File: config.mk
export PLATFORM = sky130hd
export DESIGN_NAME = prog_loader
export DESIGN_NICKNAME = d
export VERILOG_FILES = /design/src/rtl/prog_loader.sv
export SDC_FILE = /design/constraint.sdc
export NUM_CORES = 1
export LEC_CHECK = 0
export ABC_AREA = 1
export CAP_MARGIN = 20
export CORE_MARGIN = 1.5
export CORE_UTILIZATION = 31
export DETAILED_ROUTE_END_ITERATION = 7
export GPL_TIMING_DRIVEN = 1
export HOLD_SLACK_MARGIN = 0.1
export PLACE_DENSITY = 0.65
export SETUP_SLACK_MARGIN = 0.02
export SYNTH_ARGS = -nofsm -noshare
export SYNTH_HDL_FRONTEND = slang
export SYNTH_SLANG_ARGS = --single-unit
File: constraint.sdc
create_clock -name Clk -period 4.6 [get_ports Clk]
set_clock_uncertainty 0.05 [all_clocks]
set_input_delay 0.69 -clock Clk [delete_from_list [all_inputs] [get_ports Clk]]
set_output_delay 0.69 -clock Clk [all_outputs]
set_load 0.05 [all_outputs]
File: src/rtl/prog_loader.sv
// Program loader: assembles host bytes into 16-bit instruction words and writes them to instruction memory.
// Optional opcode check is enabled by defining PROG_LOADER_OPCHECK_EN.
module prog_loader (
    input  logic        Clk,
    input  logic        Reset,
    input  logic        Start,
    input  logic [7:0]  Len,
    input  logic        In_valid,
    input  logic [7:0]  In_data,
    output logic        In_ready,
    output logic [6:0]  I_addr,
    output logic [15:0] I_data,
    output logic        I_wr,
    output logic        Cpu_reset,
    output logic        Busy,
    output logic        Done,
    output logic        Err
);

    typedef enum logic [2:0] {
        ST_IDLE   = 3'd0,
        ST_HI     = 3'd1,
        ST_LO     = 3'd2,
        ST_WRITE  = 3'd3,
        ST_FINISH = 3'd4
    } state_t;

    state_t      state_r;
    state_t      next_state_s;
    logic [7:0]  len_r;
    logic        xfer_s;
    logic        last_word_s;
    logic        len_ok_s;

    function automatic logic len_legal(input logic [7:0] len);
        return (len != 8'd0) && (len <= 8'd128);
    endfunction

    function automatic logic opcode_illegal(input logic [3:0] op);
        return (op > 4'd5);
    endfunction

    // Next-state logic and transfer qualification
    always_comb begin
        next_state_s = state_r;
        xfer_s       = In_valid && In_ready;
        len_ok_s     = len_legal(Len);
        last_word_s  = ({1'b0, I_addr} == (len_r - 8'd1));
        case (state_r)
            ST_IDLE: begin
                if (Start && len_ok_s) begin
                    next_state_s = ST_HI;
                end else begin
                    next_state_s = ST_IDLE;
                end
            end
            ST_HI: begin
                if (xfer_s) begin
                    next_state_s = ST_LO;
                end else begin
                    next_state_s = ST_HI;
                end
            end
            ST_LO: begin
                if (xfer_s) begin
                    next_state_s = ST_WRITE;
                end else begin
                    next_state_s = ST_LO;
                end
            end
            ST_WRITE: begin
                if (last_word_s) begin
                    next_state_s = ST_FINISH;
                end else begin
                    next_state_s = ST_HI;
                end
            end
            ST_FINISH: next_state_s = ST_IDLE;
            default:   next_state_s = ST_IDLE;
        endcase
    end

    // State register; control outputs are registered from the next state so they match the state they describe
    always_ff @(posedge Clk) begin
        if (Reset) begin
            state_r   <= ST_IDLE;
            In_ready  <= 1'b0;
            I_wr      <= 1'b0;
            Busy      <= 1'b0;
            Done      <= 1'b0;
            Cpu_reset <= 1'b1;
        end else begin
            state_r   <= next_state_s;
            In_ready  <= (next_state_s == ST_HI) || (next_state_s == ST_LO);
            I_wr      <= (next_state_s == ST_WRITE);
            Busy      <= (next_state_s != ST_IDLE);
            Done      <= (next_state_s == ST_FINISH);
            Cpu_reset <= (next_state_s != ST_IDLE);
        end
    end

    // Datapath: length capture, byte assembly, address stepping and sticky error
    always_ff @(posedge Clk) begin
        if (Reset) begin
            len_r  <= 8'd0;
            I_addr <= 7'd0;
            I_data <= 16'h0000;
            Err    <= 1'b0;
        end else begin
            case (state_r)
                ST_IDLE: begin
                    if (Start) begin
                        if (len_ok_s) begin
                            len_r  <= Len;
                            I_addr <= 7'd0;
                            Err    <= 1'b0;
                        end else begin
                            Err <= 1'b1;
                        end
                    end
                end
                ST_HI: begin
                    if (xfer_s) begin
                        I_data[15:8] <= In_data;
                    end
                end
                ST_LO: begin
                    if (xfer_s) begin
`ifdef PROG_LOADER_OPCHECK_EN
                        // Illegal opcodes are replaced by a NOOP so the program stays executable
                        if (opcode_illegal(I_data[15:12])) begin
                            I_data <= 16'h0000;
                            Err    <= 1'b1;
                        end else begin
                            I_data[7:0] <= In_data;
                        end
`else
                        I_data[7:0] <= In_data;
`endif
                    end
                end
                ST_WRITE: begin
                    // The address is held at the last word so it never wraps
                    if (!last_word_s) begin
                        I_addr <= I_addr + 7'd1;
                    end
                end
                ST_FINISH: begin
                    I_addr <= I_addr;
                end
                default: begin
                    I_addr <= I_addr;
                end
            endcase
        end
    end

`ifndef PROG_LOADER_OPCHECK_EN
    logic unused_opcheck_s;
    assign unused_opcheck_s = opcode_illegal(4'd0);
`endif

endmodule

==> impl.org <==
** Synthesis
- Synthesis instantiated 29 different standard cells from the library.
- Post-Synth Adder-Cell Area :: 1.29%
- Synthesis inferred 40 register bits.
- Xor/xnor cell area share of the yosys netlist :: 3.15%
- Summing every instance area after synthesis gives slightly below 0.002 sq mm.
- The portion of synthesized area spent on multiplexers is 0%.
- Mapped Avg Cell Area :: between 7 and 8 sq um
- Yosys synthesis warning count :: 0
- After Yosys synthesis, and, or, nand and nor cells account for 31.4% of the synthesized area.
- Dominant combinational cell family by area after synthesis :: simple AND/OR/NAND/NOR gates
- Compound-gate portion of the synthesized area :: 14.3%
- Syn Nets :: ~300
- Of the synthesized area, sequential elements account for 41.1%.
- In the synthesized netlist, the number of instances is between 200 and 300.

** Cells and area
- In the layout the commonest cells are sky130_fd_sc_hd__nand2_1 (50), sky130_fd_sc_hd__clkdlybuf4s50_1 (48), sky130_fd_sc_hd__dfxtp_1 (40), sky130_fd_sc_hd__nor2_1 (38), sky130_fd_sc_hd__inv_1 (30).
- Compared with the post-synthesis result, the final layout area differs by 34.3%.
- In the final layout, the share of cells above drive strength 1 is about a tenth.
- Total inserted antenna cells :: 0
- The library cell used most frequently in the layout, excluding fill and tap cells, is sky130_fd_sc_hd__nand2_1.
- At the end of the flow, the number of nets in the layout was 345.
- Final core area utilization :: 43.6%

** Setup path
- CP max FO :: 7
- Crit path cell chain :: clkdlybuf4s50_1
- On the worst path, the slowest cell contributes a delay of 0.86 ns.
- The number of buffers and inverters on the critical path is 1.
- Worst Setup End Kind :: primary output
- Among all stages on the critical path, the largest delay is contributed by sky130_fd_sc_hd__clkdlybuf4s50_1.
- Cell type group with the largest total delay on the critical path :: buffers and inverters
- By startpoint and endpoint, the worst setup path is classified as reg2out.
- For the worst setup path, the data required time is 3.86 ns.
- Data arrival time of the critical path :: 1.65 ns
- The worst setup path is launched from a register.

** Timing
- After routing, the total negative slack on setup checks comes to 0 ns.
- Setup violations remaining at the end of the flow were counted as 0.
- Of the available clock period, the critical path in the final layout requires 52.0%.
- Setup repair after global routing left no endpoint under its margin.
- At the pin with the least slew margin, the transition time is 0.719 ns.
- Setup ws final :: 2.21 ns
- The count of endpoints failing hold in the final timing report was 0.
- Derived from the worst setup path, the maximum achievable clock frequency is around 0.42 GHz.
- The max-slew violation count came to 0.
- Worst Hold Margin :: 0.398 ns
- Headroom to the max-slew limit came out at 52.0%.
- The worst path needs 2.39 ns of the cycle, external delays included.

** GRT
- Wire length of the first global-routing pass :: 7870 um
- Largest net degree at the start of global routing :: 30
- Vias in the first global route :: 1758
- Overall track demand over capacity in global routing :: 15.4%
- The number of antenna violations at the first check in global routing was 0.
- GRT Residual Overflow :: 0

** CTS
- Clk sinks :: 40
- Clock slew at the register clock pins of the worst setup and hold paths :: 0.08 ns
- Buffers inserted to repair hold after CTS numbered 0.
- After clock tree synthesis, the repair step resized 0 gates.
- The clock reaches the later pin of the worst-skew pair after about 0.30 ns.
- Total number of H-tree levels :: 2
- Root Driver :: sky130_fd_sc_hd__clkbuf_8
- TritonCTS built the clock tree.
- Longest Clk Path Bufs :: 2
- Once the clock tree was built, the setup fixing pass inserted 0 buffers.
- Number of CTS-inserted buffers :: 5

** Pwr
- Combinational cell fraction of total power :: 18.0%
- In this run the power spent charging and discharging nets is between 0.0002 and 0.00025 W.
- The internal power of the cells totals between 0.0005 and 0.0006 W.
- Proportion of power drawn by flip-flops and latches :: ~45%
- Of the total power, the share spent switching nets is 27.7%.
- The share of total power dissipated in the clock network is 37.1%.
- In this run the power density over the cells is 314 mW/mm^2.
- Worst vdd rail ir drop :: 177 uV
- Lkg Pwr :: 1.02 nW
- Post-layout power :: roughly 0.00082 W

** Drt
- Dividing the detail-routed wire length by the instance count gives 11.7 um.
- Post-detailed-route via-to-cell ratio :: 4.59
- Before antenna repair, the detailed router went through 4 iterations.
- The count of nets left with antenna violations once routing finished came out at 0.
- Total length of routed wires :: 4650 um
- DR iter-0 viols :: 70
- For this run, design rule violations remaining after detail routing come to 0.
- Overall via count from detail_route :: 1831

** Floorplanning
- Initial cell density of the core :: 32.5%
- The floorplan step defined a die boundary enclosing ~0.0068 sq mm.
- I/O Pins :: 49
- The floorplan step defined a core boundary enclosing 0.00599 sq mm.
- The floorplan step set the die height to 82.2 um.
- In this run the core area contains 28 standard-cell rows.
- The floorplan step set the die width to a little over 80 um.

** Placed design
- The wire-length estimate of the detail-placed layout is 3500 um.
- The count of buffers added on input and output ports is 48.
- Final weighted congestion in routability-driven placement :: 0.830
- At the placement stage, the worst setup path has a slack of 1.98 ns.

** Run status
- The run finished with clean final reports.

** Min path
- The worst hold path belongs to the class reg2reg.

** Run
- Max_cap viols :: 0
-- worst reg2reg max path, delay by kind of cell (launching register included) --
| family | cells | cell delay [ns] |
|---|---|---|
| xor+xnor | 1 | 0.12 |
| flops | 1 | 0.40 |
| fa+ha+maj | 1 | 0.31 |
| simple gates | 7 | 0.86 |
| buf+inv | 1 | 0.08 |
-- final timing paths --
check	from	to	slack (ns)	cells after the start
worst max-delay path	I_addr[3]	I_addr[3]	2.21	1
worst min-delay path	I_data[14]	I_data[14]	0.40	2
worst max register to register	len_r[0]	Cpu_reset	2.68	10
worst min register to register	I_data[14]	I_data[14]	0.40	2
-- cells by family after synthesis --
family          count (synthesis)
simple gates                  130
buf+inv                        45
flops                          40
xor+xnor                        7
fa+ha+maj                       2
compound gates                 51
-- power by group through the flow --
stage	logic [W]	clock network, W	registers, W
6_report	0.000148	0.000305	0.000369
3_3_place_gp	0.000148	0	0.000377
4_1_cts	0.000149	0.000311	0.000369
5_1_grt	0.000165	0.000324	0.000370
2_1_floorplan	0.0000835	0	0.000396
3_5_place_dp	0.000149	0	0.000377
-- registers in the layout, summed over array words and instances, names as in the netlist --
signal	count
len_r	8
Busy	1
state_r	3
In_ready	1
I_wr	1
Done	1
Cpu_reset	1
I_addr	7
I_data	16
Err	1
-- final cells by class --
class / count / area (sq um)
repair buffers: 48 / 480
flip-flops and latches: 40 / 801
clock inverters: 2 / 38.8
inverters: 38 / 143
multi-input cells: 190 / 975
fillers: 613 / 3380
well taps: 75 / 93.8
clock buffers: 6 / 82.6
-- cell usage after synthesis, drive strengths merged --
cell type  number  share of area (%)
clkbuf          5               0.96
clkinv          2               0.39
or2             1               0.32
nor2           44                9.8
dfxtp          40                 41
a21oi          25                7.6
nand2          54                 11
nor3b           2               0.77
buf             2               0.51
xor2            4                1.8
o21ai          26                6.7
nand3          23                6.8
xnor2           3                1.3
nand4           2               0.64
inv            36                6.9
ha              2                1.3
nor3            2                1.1
nand3b          2               0.77
-- metrics by stage --
step	instances	cell area [sq um]
after floorplan	275	1950
after global placement	391	2490
after detailed placement	391	2490
after CTS	399	2610
after global routing	399	2610
final	399	2610
-- per-layer routing --
metal  vias up  track usage (%)  wire [um]
li1        974                -          -
met1       805             17.5       2050
met2        45             25.1       2120
met3         7             6.92        416
met4         0             5.93         65
met5         -                0          0
Power figures use the tool's default switching activity.
